--- src/rtl/msg_rom_streamer_if.sv ---
// -----------------------------------------------------------------------------
// msg_rom_streamer_if
// Valid/ready stream bundle carrying message words from the ROM streamer to a
// downstream display/scroller.
//   s_data  : stream word (DATA_W bits)
//   s_valid : s_data holds a word for the consumer
//   s_ready : consumer accepts the word at this edge
//   s_last  : qualifies the final word of a message pass
// Modports: master (streamer side), slave (consumer side).
// -----------------------------------------------------------------------------
interface msg_rom_streamer_if #(
    parameter int DATA_W = 8
);
    logic [DATA_W-1:0] s_data;
    logic              s_valid;
    logic              s_ready;
    logic              s_last;

    modport master (
        output s_data,
        output s_valid,
        output s_last,
        input  s_ready
    );

    modport slave (
        input  s_data,
        input  s_valid,
        input  s_last,
        output s_ready
    );
endinterface

--- src/rtl/msg_rom_streamer.sv ---
// -----------------------------------------------------------------------------
// msg_rom_streamer
// Block-ROM message source for the number-game display path. One message image
// is fixed at elaboration. A random-access synchronous read port serves legacy
// users; a stream engine plays the first len words to a valid/ready consumer,
// one-shot or looping, with abort.
// Ports:
//   clk      : system clock, rising edge
//   rst      : synchronous active-high reset
//   rd_addr  : random-access read address
//   rd_data  : registered rom[rd_addr] (0 when rd_addr >= DEPTH), 1-cycle latency
//   start    : single-cycle playback request, honoured only when idle
//   len      : message length in words, captured with start (clamped to DEPTH)
//   loop     : repeat playback; looked at on the last word's handshake
//   stop     : abort playback while fetching/presenting
//   busy     : engine not idle
//   done     : one-cycle pulse when a one-shot pass completes
//   s        : stream master (s_data, s_valid, s_ready, s_last)
// The ROM image is the built-in ramp (word i = 8'h10 + i).
// -----------------------------------------------------------------------------
module msg_rom_streamer #(
    parameter int    DATA_W    = 8,
    parameter int    DEPTH     = 16,
    parameter int    ADDR_W    = 4,
    parameter string INIT_FILE = "p2wins.mem"
) (
    input  logic                clk,
    input  logic                rst,
    input  logic [ADDR_W-1:0]   rd_addr,
    output logic [DATA_W-1:0]   rd_data,
    input  logic                start,
    input  logic [ADDR_W:0]     len,
    input  logic                loop,
    input  logic                stop,
    output logic                busy,
    output logic                done,
    msg_rom_streamer_if.master  s
);

    localparam logic [ADDR_W:0] DEPTH_L = (ADDR_W + 1)'(DEPTH);

    typedef logic [DATA_W-1:0] rom_t [DEPTH];

    function automatic rom_t load_image();
        rom_t img;
        for (int i = 0; i < DEPTH; i++) begin
            img[i] = DATA_W'(32'h10 + i);
        end
        return img;
    endfunction

    // NOTE: the ROM is never written and deliberately has no reset; a reset
    // port on the array would stop it mapping onto block RAM.
    (* rom_style = "block" *) logic [DATA_W-1:0] rom [DEPTH] = load_image();

    typedef enum logic [1:0] {
        IDLE    = 2'd0,
        FETCH   = 2'd1,
        PRESENT = 2'd2,
        FIN     = 2'd3
    } state_t;

    state_t            state;
    logic [ADDR_W-1:0] ptr;
    logic [ADDR_W:0]   len_q;
    logic [ADDR_W:0]   len_clamped;
    logic              ptr_is_last;

    always_comb begin
        len_clamped = (len > DEPTH_L) ? DEPTH_L : len;
        // len_q is at least 1 whenever this is consulted (FETCH/PRESENT).
        ptr_is_last = ({1'b0, ptr} == (len_q - 1'b1));
    end

    // Random-access port: independent of the stream engine.
    always_ff @(posedge clk) begin
        // NOTE: sequential state uses non-blocking assignments so every
        // register samples pre-edge values regardless of statement order.
        if (rst) begin
            rd_data <= '0;
        end else if ({1'b0, rd_addr} < DEPTH_L) begin
            rd_data <= rom[rd_addr];
        end else begin
            rd_data <= '0;
        end
    end

    // Stream engine. Outputs are registered and assigned together with the
    // state they belong to, so they are valid for the whole cycle of that state.
    always_ff @(posedge clk) begin
        if (rst) begin
            state     <= IDLE;
            ptr       <= '0;
            len_q     <= '0;
            busy      <= 1'b0;
            done      <= 1'b0;
            s.s_data  <= '0;
            s.s_valid <= 1'b0;
            s.s_last  <= 1'b0;
        end else begin
            unique case (state)
                IDLE: begin
                    done      <= 1'b0;
                    s.s_valid <= 1'b0;
                    s.s_last  <= 1'b0;
                    if (start) begin
                        len_q <= len_clamped;
                        ptr   <= '0;
                        busy  <= 1'b1;
                        if (len_clamped == '0) begin
                            // Empty message: complete immediately.
                            state <= FIN;
                            done  <= 1'b1;
                        end else begin
                            state <= FETCH;
                        end
                    end
                end

                FETCH: begin
                    if (stop) begin
                        state <= IDLE;
                        busy  <= 1'b0;
                    end else begin
                        // Stream-side synchronous ROM read.
                        s.s_data  <= rom[ptr];
                        s.s_last  <= ptr_is_last;
                        s.s_valid <= 1'b1;
                        state     <= PRESENT;
                    end
                end

                PRESENT: begin
                    if (stop) begin
                        // Abort wins over a coincident handshake.
                        state     <= IDLE;
                        busy      <= 1'b0;
                        s.s_valid <= 1'b0;
                        s.s_last  <= 1'b0;
                    end else if (s.s_ready) begin
                        s.s_valid <= 1'b0;
                        s.s_last  <= 1'b0;
                        if (!ptr_is_last) begin
                            ptr   <= ptr + 1'b1;
                            state <= FETCH;
                        end else if (loop) begin
                            ptr   <= '0;
                            state <= FETCH;
                        end else begin
                            state <= FIN;
                            done  <= 1'b1;
                        end
                    end
                end

                FIN: begin
                    done  <= 1'b0;
                    busy  <= 1'b0;
                    state <= IDLE;
                end

                default: begin
                    state <= IDLE;
                    busy  <= 1'b0;
                end
            endcase
        end
    end

endmodule
--- src/flat_wrapper.sv ---
// flat-port wrapper written by rule: the top's interface ports become plain ports
module msg_rom_streamer_flat 
#(
    parameter int    DATA_W    = 8,
    parameter int    DEPTH     = 16,
    parameter int    ADDR_W    = 4,
    parameter string INIT_FILE = "          "
)
  (clk, rst, rd_addr, rd_data, start, len, loop, stop, busy, done, s_s_data, s_s_valid, s_s_last, s_s_ready);
  msg_rom_streamer_if #(.DATA_W(DATA_W)) s_i ();
  input  logic clk;
  input  logic rst;
  input  logic [ADDR_W-1:0] rd_addr;
  output logic [DATA_W-1:0] rd_data;
  input  logic start;
  input  logic [ADDR_W:0] len;
  input  logic loop;
  input  logic stop;
  output logic busy;
  output logic done;
  output wire logic [$bits(s_i.s_data)-1:0] s_s_data;
  output wire logic [$bits(s_i.s_valid)-1:0] s_s_valid;
  output wire logic [$bits(s_i.s_last)-1:0] s_s_last;
  input wire logic [$bits(s_i.s_ready)-1:0] s_s_ready;
  assign s_s_data = s_i.s_data;
  assign s_s_valid = s_i.s_valid;
  assign s_s_last = s_i.s_last;
  assign s_i.s_ready = s_s_ready;
  msg_rom_streamer #(.DATA_W(DATA_W), .DEPTH(DEPTH), .ADDR_W(ADDR_W), .INIT_FILE(INIT_FILE)) u_core (.clk(clk), .rst(rst), .rd_addr(rd_addr), .rd_data(rd_data), .start(start), .len(len), .loop(loop), .stop(stop), .busy(busy), .done(done), .s(s_i));
endmodule
--- config.mk ---
export PLATFORM = sky130hd
export DESIGN_NAME = msg_rom_streamer_flat
export DESIGN_NICKNAME = d
export VERILOG_FILES = /design/src/rtl/msg_rom_streamer_if.sv /design/src/rtl/msg_rom_streamer.sv /design/src/flat_wrapper.sv
export SDC_FILE = /design/constraint.sdc
export NUM_CORES = 1
export LEC_CHECK = 0
export CAP_MARGIN = 10
export CORE_MARGIN = 4
export CORE_UTILIZATION = 50
export CTS_CLUSTER_SIZE = 28
export DETAILED_ROUTE_END_ITERATION = 7
export PLACE_DENSITY = 0.82
export SYNTH_ARGS = -nofsm -noshare
export SYNTH_HDL_FRONTEND = slang
export SYNTH_SLANG_ARGS = --single-unit
--- constraint.sdc ---
create_clock -name clk -period 5.7 [get_ports clk]
set_clock_uncertainty 0.15 [all_clocks]
set_input_delay 0.855 -clock clk [delete_from_list [all_inputs] [get_ports clk]]
set_output_delay 0.855 -clock clk [all_outputs]
set_load 0.02 [all_outputs]
* Word-level counts from Yosys, hierarchy flattened
Memory sizes are Yosys's and may differ from the RTL's. A register that Yosys moved wholly into a read port is not among the register bits. Index checks and enable logic that the tools add are counted.
Word-level totals: register bits after elaboration 31, memory bits (read-only) 64, input bits 15, word-level logic and storage cells 71, memories kept 1
Memory list:
- u_core.rom | depth 16, bits a word 4, rd ports 2, clocked after Yosys merged registers in 2, wr ports 0, RTL line msg_rom_streamer.sv:54 | (* rom_style = "block" *) logic [DATA_W-1:0] rom [DEPTH] = load_image();
Cells by class: add/sub/neg operators 2, order comparisons 1, eq/ne operators 13, mux-type cells 31, bitwise logic cells 1, reduce and logical (&&, ||, !) cells 13
Operators by type and width (number):
- 2-to-1 mux 4 bit | 5
- 2-to-1 mux 2 bit | 7
- 2-to-1 mux 1 bit | 12
- case mux 1 bit (3 select lines) | 4
- inequality test 2 bit, second input constant | 5
- AND reduction 5 bit | 2
- case mux 2 bit (4 select lines) | 1
- case mux 4 bit (2 select lines) | 1
- AND reduction 2 bit | 4
- inequality test 3 bit, second input constant | 2
- nonzero test 3 bit | 2
- == test 4 x 5 -> 1 bit | 1
- greater-than comparator 5 bit, second input constant | 1
- zero test 5 bit | 1
- 2-to-1 mux 5 bit | 1
- subtractor 5 x 1 -> 5 bit, second input constant | 1
- adder 4 x 1 -> 4 bit, second input constant | 1
- == test 2 bit, second input constant | 2
- inequality test 2 x 1 -> 1 bit, second input constant | 2
- AND reduction 3 bit | 1
- == test 2 x 1 -> 1 bit, second input constant | 1
- zero test 2 bit | 1
- nonzero test 2 bit | 1
- OR reduction 2 bit | 1
- inverter 1 bit | 1

* Logic depth before layout (Yosys ltp)
word-level depth 6, gate-level depth with buffers 8

* Worst setup path before layout
Ideal clock, no wire load.
path type input to register, start point input rst, end point register u_core.len_q[0], arrival 1.796 ns, data required time 5.422 ns, setup slack 3.626 ns, cell stages on the path 4, path buffers 3, cells stage by stage clkbuf_1 clkbuf_1 clkbuf_1 nor2_1
RTL lines:
- start: declaration | RTL line flat_wrapper.sv:12 | input logic rst;
- end signal: assignment | RTL line msg_rom_streamer.sv:107 | len_q <= len_clamped;
- end: declaration | RTL line msg_rom_streamer.sv:65 | logic [ADDR_W:0] len_q;
No word-level cell between the ends.

* Worst setup path after layout
start point input rst, end point register u_core.ptr[1]
RTL lines:
- end signal: assignment | RTL line msg_rom_streamer.sv:144 | ptr <= ptr + 1'b1;
- end: declaration | RTL line msg_rom_streamer.sv:64 | logic [ADDR_W-1:0] ptr;
No word-level cell between the ends.

==> metrics.md <==
| Metric | Value |
|---|---|
| Post-synthesis adder-cell area fraction | 4.73% |
| Final worst path period share | 42.9% |
| DIE AREA | 0.00353 mm2 |
| WS Path Type | in -> reg |
| Syn avg cell area | 8.87 um2 |
| GRT Overall Usage | 18.5% |
| Via count | 1129 |
| Layout cells sized above 1 | 6.86% |
| Final min period | 2.44 ns |
| Port buffer count | 28 |
| CTS Buffer Depth | 2 |
| Synth top area share | 37.9% |
| First-pass GRT wire length | 4910 um |
| Leakage power total | 0.587 nW |
| Area of the multi-input gates | 746 um2 |
| # DRC | 0 |
| Post-synthesis mux area share | 1.14% |
| EDFF count, synth | 0 |
| CTS tree | built |
| MaxCap Viol Count | 0 |
| Detailed Routing Iterations Pass 1 | 4 |
| TritonCTS Sinks | 25 |
| Total gr overflow | 0 |
| Dpl cell area | 0.00159 mm2 |
| Register Area | 500 um2 |
| Outcome | finished, final reports clean |
| CTS Hold Bufs | 0 |
| GP Congestion | 0.924 |
| Commonest cells in the netlist | 25 x dfxtp_1, 15 x a21oi_1, 15 x nor2_1 |
| CTS buffer count | 3 |
| Post-synthesis async set-or-reset flop share | 0% |
| Filler instances | 222 |
| Fin. max-slew vios | 0 |
| Sequential share of the synthesized area | 37.9% |
| Hold Crit Class | reg -> reg |
| Root Buffer | clkbuf_4 |
| Cts repair resizes | 0 |
| Total setup buffers inserted after CTS | 0 |
| Largest family of logic cells by synthesized area | simple AND/OR/NAND/NOR gates |
| Io pins | 35 |
| Instance count of the mapped netlist | 149 |
| Worst-Margin Slew | 1.00 ns |
| Largest net degree at the start of global routing | 27 |
| Fmax | 409 MHz |
| Post-layout instance area | 0.00162 mm2 |
| Slew Limit Headroom | 32.9% |
| H-tree depth | 1 |
| Width of the die | 59.4 um |
| Post-DR wirelength/cell | 14.8 um |
| Total Wirelength | 3040 um |
| Flip-flop and latch count after synthesis | 25 |
| RSZ-0062 raised after global routing | no |
| Reg clk slew, reported paths | 0.15 ns |
| Setup crit end kind | flip-flop |
| Number of distinct library cells after synthesis | 41 |
| Post-DRT Antenna Nets | 0 |
| Syn Std Cell Area | 0.00132 mm2 |
| Most numerous cell in the Yosys netlist | dfxtp_1 |
| Vias in the first global route | 1050 |
| Power Dens Cells | 315 mW/mm2 |
| Synth Area in Compound Gates | 17.0% |
| Core area | 0.00250 mm2 |
| Dpl hpwl | 2210 um |
| Final Hold Violating Endpoints | 0 |
| Maximum vdd drop | 0.286 mV |
| CP max FO | 26 |
| Synth warnings | 0 |
| Top post-synthesis cells by area | dfxtp_1 38%, a21oi_1 5.7%, ha_1 4.7% |
| Worst Path Required | 5.78 ns |
| Die height | 59.4 um |
| Critical path arrival | 2.53 ns |
| Critical Path Start Type | input pin |
| Initial antenna violation count | 0 |
| Final #Nets | 196 |
| Fin Setup TNS | 0 ns |
| Starting Density | 52.9% |
| Synth-to-Final Area Change | 22.3% |
| Setup violations, final | 0 |
| Post-Synth XOR/XNOR Area | 4.45% |
| R2r setup slk | 3.33 ns |
| Post-synth top area cell | dfxtp_1 |
| # rows | 18 |
| Iteration-0 DRC Markers | 46 |
| Clock latency on the worst-skew pair | 0.33 ns |
| Post-synthesis simple-gate area fraction | 27.4% |
| ANT cells | 0 |
| Top_reg_cell synth | dfxtp_1 |
| Vias per cell | 5.51 |
power breakdown:
| group | internal, mW | switching, mW |
|---|---|---|
| sequential | 0.194 | 0.0156 |
| clock | 0.0269 | 0.0566 |
| combinational | 0.0958 | 0.121 |
cells in the final DEF, fill, tap and decap left out, drive strengths merged, types with 2 or more instances in the layout:
cell type / instances
clkdlybuf4s50: 28
dfxtp: 25
a21oi: 15
nor2: 15
nand2: 13
nor2b: 9
inv: 6
nand2b: 6
conb: 6
ha: 5
nor3: 5
nor3b: 4
nand3: 4
xnor2: 3
clkbuf: 3
nor4b: 3
o21ai: 3
a211oi: 2
layer usage:
layer / vias up / part of all wire, % / GRT usage [%]
li1: 562 / - / -
met3: 4 / 6.1 / 5.66
met4: 0 / 0.72 / 5.50
met5: - / 0 / 0
met1: 528 / 45 / 24.5
met2: 35 / 49 / 28.9
cell families after synthesis:
logic type | count (synthesis)
and+or+nand+nor | 64
DFF | 25
muxes | 1
buffers and inverters | 17
other | 1
xor gates and xnor gates | 5
AOI/OAI and AO/OA | 31
adders and majority gates | 5
flip-flops by register name, summed over array words and instances, names as in the netlist:
name,cells
u_core.done,1
u_core.rd_data,5
u_core.s.s_data,5
u_core.len_q,5
u_core.s.s_last,1
u_core.ptr,4
u_core.state,2
u_core.s.s_valid,1
u_core.busy,1
critical path: stages:
cell	delay, ns
clkdlybuf4s50_1	1.13
inv_1	0.23
a32o_1	0.31
metrics by stage:
step	std cells	power [mW]	util [%]	setup slack (ns)	hold slack, ns
5_1_grt	205	0.543	64.7	3.16	0.356
3_3_place_gp	201	0.420	63.5	2.97	0.303
4_1_cts	205	0.510	64.7	3.24	0.331
2_1_floorplan	154	0.369	-	3.63	0.314
3_5_place_dp	201	0.426	63.5	2.90	0.304
6_report	205	0.510	64.7	3.26	0.324
path summary, 6_finish.rpt:
| check | startpoint | end | cells past startpoint |
|---|---|---|---|
| setup reg to reg | u_core.len_q[0] | u_core.done | 7 |
| hold / removal | u_core.s.s_data[2] | u_core.s.s_data[2] | 2 |
| setup / recovery | rst | u_core.ptr[1] | 3 |
| hold reg to reg | u_core.s.s_data[2] | u_core.s.s_data[2] | 2 |
cell type report:
| type | count | area share, % |
|---|---|---|
| clock buffers | 3 | 1.39 |
| clock inverters | 1 | 0.464 |
| inverters | 6 | 1.39 |
| multi-input cells | 112 | 46.1 |
| flip-flops and latches | 25 | 31.0 |
| well taps | 30 | 2.32 |
| repair buffers | 28 | 17.3 |
Power figures use the tool's default switching activity.
==> variant 1 (same settings) <==
`ADDR_W` is set to 4 in 2 places; all go to 3.
--- a/src/rtl/msg_rom_streamer.sv
+++ b/src/rtl/msg_rom_streamer.sv
@@ -21,7 +21,7 @@
 module msg_rom_streamer #(
     parameter int    DATA_W    = 8,
     parameter int    DEPTH     = 16,
-    parameter int    ADDR_W    = 4,
+    parameter int    ADDR_W    = 3,
     parameter string INIT_FILE = "p2wins.mem"
 ) (
     input  logic                clk,
--- a/src/flat_wrapper.sv
+++ b/src/flat_wrapper.sv
@@ -3,7 +3,7 @@
 #(
     parameter int    DATA_W    = 8,
     parameter int    DEPTH     = 16,
-    parameter int    ADDR_W    = 4,
+    parameter int    ADDR_W    = 3,
     parameter string INIT_FILE = "          "
 )
   (clk, rst, rd_addr, rd_data, start, len, loop, stop, busy, done, s_s_data, s_s_valid, s_s_last, s_s_ready);
Interface: changed (resized len and rd_addr); port bits go from 35 to 33. The function was not compared with the original's and may differ.
==> variant 1 against the original RTL <==
Sequential cell count shrank 8. Core utilization shrank 2.8 points. Synthesized area shrank 27%. Worst setup slack gained 19 ps. Hold slack gained 11 ps. Largest cell class unchanged. Final area shrank 33%. Critical path type unchanged. Non-clock buffer count shrank 15. Power shrank 22%. Wire length shrank 43%.
==> variant 1: results (changes against the original RTL) <==
Worst Hold Class = flop to flop
GP Congestion = 0.833 (-9.9%)
Inst Count DP = 150 (-25%)
P_leak = 0.421 nW (-28%)
Routing usage on met1 = 18.5% (-6.0 points)
R2R Setup Slk = 3630 ps (+300 ps)
Number of warnings issued by yosys = 0 (unchanged)
Internal power = 0.000240 W (-24%)
Antenna violations before repair = 0 (unchanged)
Slowest-stage cell, CP = nor2b_1
Met2 usage = 24.2% (-4.7 points)
Pre-Repair DR Iteration Count = 4 (unchanged)
Layout cell share with drive strength beyond 1 = 4.65% (-2.2 points)
Port Buffers = 13 (-54%)
Placed cell area = 1060 um^2 (-33%)
Vias/cell = 4.99 (-9.4%)
Fill count = 163 (-27%)
Top Registers = u_core.len_q x4, u_core.s.s_data x4, u_core.ptr x3
VDD IR max = 0.201 mV (-29%)
Outcome = complete, no violations
CP Launch Point = stop
Crit path max-delay family = compound AO/OA/AOI/OAI gates
Seq/Total Area, Yosys = 35.5% (-2.4 points)
Worst-path clk slew = 90 ps (-60 ps)
Smallest hold slack = 335 ps (+11.2 ps)
Critical Path Fanout Max = 7 (-73%)
Worst Hold Launch = u_core.done
Reg2reg start = u_core.state[1]
Clk root buf = clkbuf_4
Async SR Flop Fraction = 0% (unchanged)
CP max stage delay = 500 ps (-630 ps)
Synth cell types = 33 (-20%)
GRT Residual Overflow = 0 (unchanged)
Ant. Diodes = 0 (unchanged)
CTS buffer count = 3 (unchanged)
Post_cts resized = 0 (unchanged)
Initial drt markers = 9 (-80%)
Main area contributors after synthesis = dfxtp_1, buf_4, ha_1
Pin count of the biggest net entering global routing = 14 (-48%)
Mean Syn Cell Area = 8.34 um^2 (-5.9%)
DRT Wirelength = 1720 um (-43%)
Htree depth = 1 (unchanged)
CP arrival = 2440 ps (-90 ps)
Worst slack, placed = 2970 ps (+63.3 ps)
Per-cell routed wire length = 11.2 um (-24%)
Most common library cells after synthesis = dfxtp_1, buf_4, nor2_1, inv_1, a21oi_1
Global Route met3 Usage = 5.44% (-0.22 points)
Detailed Place HPWL = 1370 um (-38%)
Vias in the first global route = 721 (-31%)
Worst-Margin Slew = 583 ps (-421 ps)
First-pass GRT wire length = 3030 um (-38%)
# nets final = 148 (-24%)
Clock Path Buffers = 2 (unchanged)
Total GRT Usage = 14.9% (-3.6 points)
Fin crit share = 42.5% (-0.34 points)
Skew-Pair Late Insertion Delay = 290 ps (-40 ps)
Setup repair bufs after CTS = 0 (unchanged)
variant 1: cell types whose count changed in the layout (fill, tap and decap cells not counted), moves of 6 or more:
| cell | unedited run | this run |
|---|---|---|
| conb_1 | 6 | 12 |
| a21oi_1 | 15 | 8 |
| clkdlybuf4s50_1 | 28 | 13 |
| nand2_1 | 13 | 2 |
| dfxtp_1 | 25 | 17 |
variant 1: path summary, 6_finish.rpt:
check                    endpoint  cells past startpoint
setup / recovery  u_core.s.s_last                      6
setup reg to reg  u_core.s.s_last                      7
hold / removal        u_core.done                      2
hold reg to reg       u_core.done                      2
variant 1: area by class of cell:
cell class                 instances  area [um^2]  area share (%)
timing repair buffer              13          130            11.9
inverter                          11         41.3            3.78
clock buffer                       4         26.3            2.41
tap                               25         31.3            2.87
multi-input combinational         84          522            47.8
sequential                        17          340            31.2
variant 1: worst min-delay path, stage by stage (launching register included):
cell      delay [ps]
dfxtp_1          320
inv_1             50
a311oi_1          70
variant 1: metal layers:
metal / part of all wire (%) / vias up
met2: 46 / 21
met1: 48 / 347
met4: 0.58 / 0
met5: 0 / -
li1: - / 397
met3: 5.4 / 3
variant 1: power by group through the flow:
stage	combinational [W]	clock, W	sequential [W]
2_1_floorplan	0.000130	0	0.000161
3_3_place_gp	0.000178	0	0.000151
3_5_place_dp	0.000181	0	0.000153
4_1_cts	0.000182	0.0000667	0.000150
5_1_grt	0.000207	0.0000716	0.000152
6_report	0.000183	0.0000633	0.000149
variant 1: kinds of logic after synthesis:
kind of cell	after synthesis	synth area share [%]
AND/OR/NAND/NOR	34	18.5
other	1	0.391
XOR/XNOR	3	2.74
buffers and inverters	25	14.5
multiplexers	4	4.17
AO/OA/AOI/OAI	26	17.7
adder cells (fa/ha/maj)	5	6.52
flip-flops	17	35.5
==> variant 2 (same flow settings) <==
Without the edit above. Make the reset (`rst`) asynchronous in 2 clocked blocks. Comments in the files are not updated.
--- a/src/rtl/msg_rom_streamer.sv
+++ b/src/rtl/msg_rom_streamer.sv
@@ -73,7 +73,7 @@
     end
 
     // Random-access port: independent of the stream engine.
-    always_ff @(posedge clk) begin
+    always_ff @(posedge clk or posedge rst) begin
         // NOTE: sequential state uses non-blocking assignments so every
         // register samples pre-edge values regardless of statement order.
         if (rst) begin
@@ -87,7 +87,7 @@
 
     // Stream engine. Outputs are registered and assigned together with the
     // state they belong to, so they are valid for the whole cycle of that state.
-    always_ff @(posedge clk) begin
+    always_ff @(posedge clk or posedge rst) begin
         if (rst) begin
             state     <= IDLE;
             ptr       <= '0;
Check against the original RTL: differs if rst is asserted again (counterexample within 4 cycles, from zero or initial values and one cycle with rst high); with rst held inactive, the same outputs for 10 cycles.
==> variant 2 against the original RTL <==
Wire length down 20%. Final area rose by 3.2%. Sequential cell count unchanged. Worst setup slack got worse by 22 ps. Combinational power rose by 48%. Largest cell class unchanged. Global-route usage down 3.1 points. Largest power group unchanged. First-iteration DRC count is 59% lower. Power grew 30%. Synthesized area increased by 2.8%.
==> variant 2: results (changes against the original RTL) <==
Hold path cells = 1 (-1)
Layout Cells excl Fill = 189 (-7.8%)
Pre-Repair DR Iteration Count = 4 (unchanged)
Initial drt markers = 19 (-59%)
Async SR Flop Fraction = 100% (+100 points)
Number of warnings issued by yosys = 0 (unchanged)
Vias = 1001 (-11%)
Critical Path Fanout Max = 7 (-73%)
Top Registers = u_core.len_q x5, u_core.rd_data x5, u_core.s.s_data x5
CP arrival = 2520 ps (about the same)
Ant. Diodes = 0 (unchanged)
Post_cts resized = 0 (unchanged)
R2R Path End = u_core.done
Most common library cells after synthesis = dfrtp_1, nand2_1, o21ai_0, nand2b_1
Antenna violations before repair = 0 (unchanged)
Total GRT Usage = 15.4% (-3.1 points)
R2R Setup Slk = 3440 ps (+110 ps)
Htree depth = 1 (unchanged)
Per-cell routed wire length = 12.9 um (-13%)
P_leak = 0.747 nW (+27%)
VDD IR max = 0.270 mV (-5.5%)
Worst-path clk slew = 140 ps
Layout cell share with drive strength beyond 1 = 8.81% (+1.9 points)
Met1 Routed Length = 1070 um (-21%)
Synth Instances = 130 (-13%)
Number of synthesized flops with an enable pin = 0 (unchanged)
Seq/Total Area, Yosys = 46.0% (+8.2 points)
Port Buffers = 28 (unchanged)
Pin count of the biggest net entering global routing = 26 (-3.7%)
Hold endpoint = u_core.s.s_data[4]
GP Congestion = 0.856 (-7.4%)
Fill count = 215 (-3.2%)
Worst Hold Launch = u_core.s.s_data[4]
Clock Path Buffers = 2 (unchanged)
Smallest hold slack = 331 ps (+6.76 ps)
Worst Hold Class = flop to flop
Reg2reg start = u_core.len_q[0]
Setup repair bufs after CTS = 0 (unchanged)
First-pass GRT wire length = 4270 um (-13%)
Met2 WL = 1160 um (-21%)
Worst-Margin Slew = 905 ps (-98.9 ps)
Highest metal used = met4
FF-to-FF path depth = 7 (unchanged)
Skew-Pair Late Insertion Delay = 310 ps (-20 ps)
Main area contributors after synthesis = dfrtp_1, mux2_2, ha_1
Detailed Place HPWL = 1980 um (-10%)
Slowest-stage cell, CP = clkdlybuf4s50_1
Met3 WL = 200 um (+8.1%)
CP max stage delay = 510 ps (-620 ps)
Crit path max-delay family = compound AO/OA/AOI/OAI gates
CTS buffer count = 3 (unchanged)
Outcome = complete, no violations
# nets final = 181 (-7.7%)
Synth cell types = 36 (-12%)
Vias in the first global route = 991 (-5.6%)
Clk root buf = clkbuf_4
## variant 2: how the worst max path moves through the flow
| stage | from | end | cells past startpoint |
|---|---|---|---|
| 3_3_place_gp | stop | u_core.ptr[0] | 5 |
| 5_1_grt | stop | u_core.ptr[0] | 5 |
| 2_1_floorplan | u_core.len_q[0] | u_core.done | 7 |
| 6_report | stop | u_core.ptr[0] | 5 |
| 4_1_cts | stop | u_core.ptr[0] | 5 |
| 3_5_place_dp | stop | u_core.ptr[0] | 5 |
## variant 2: area by class of cell
class,instances,area [um^2],area share (%)
Tap cell,30,37.5,2.25
Clock buffer,4,26.3,1.58
Multi-Input combinational cell,95,672,40.3
Timing Repair Buffer,28,280,16.8
Inverter,7,26.3,1.58
Sequential cell,25,626,37.5
## variant 2: logic make-up after synthesis
group / synth area share, %
xor+xnor: 3.22
compound gates: 13.7
flops: 46.0
buf+inv: 5.89
simple gates: 18.4
other cells: 0.553
fa+ha+maj: 5.52
mux: 6.63
## variant 2: metal layers
layer / track usage [%] / vias up
met5: 0 / -
met4: 4.75 / 0
met2: 26.5 / 38
li1: - / 496
met1: 19.3 / 465
met3: 3.24 / 2
## variant 2: where the power goes
| part | internal [W] | total, W | switching, W | leakage, nW |
|---|---|---|---|---|
| combinational | 0.000152 | 0.000319 | 0.000168 | 0.413 |
| clock | 0.0000273 | 0.0000784 | 0.0000511 | 0.0150 |
| sequential | 0.000222 | 0.000265 | 0.0000434 | 0.320 |
| total | 0.000401 | 0.000663 | 0.000262 | 0.747 |
## variant 2: through the flow
step	setup WS [ps]	power (W)	instance area (um^2)
floorplan	3600	0.000503	1380
global placement	3030	0.000572	1640
detailed placement	2950	0.000590	1640
CTS	3280	0.000667	1670
global route	3130	0.000716	1670
finish	3230	0.000663	1670
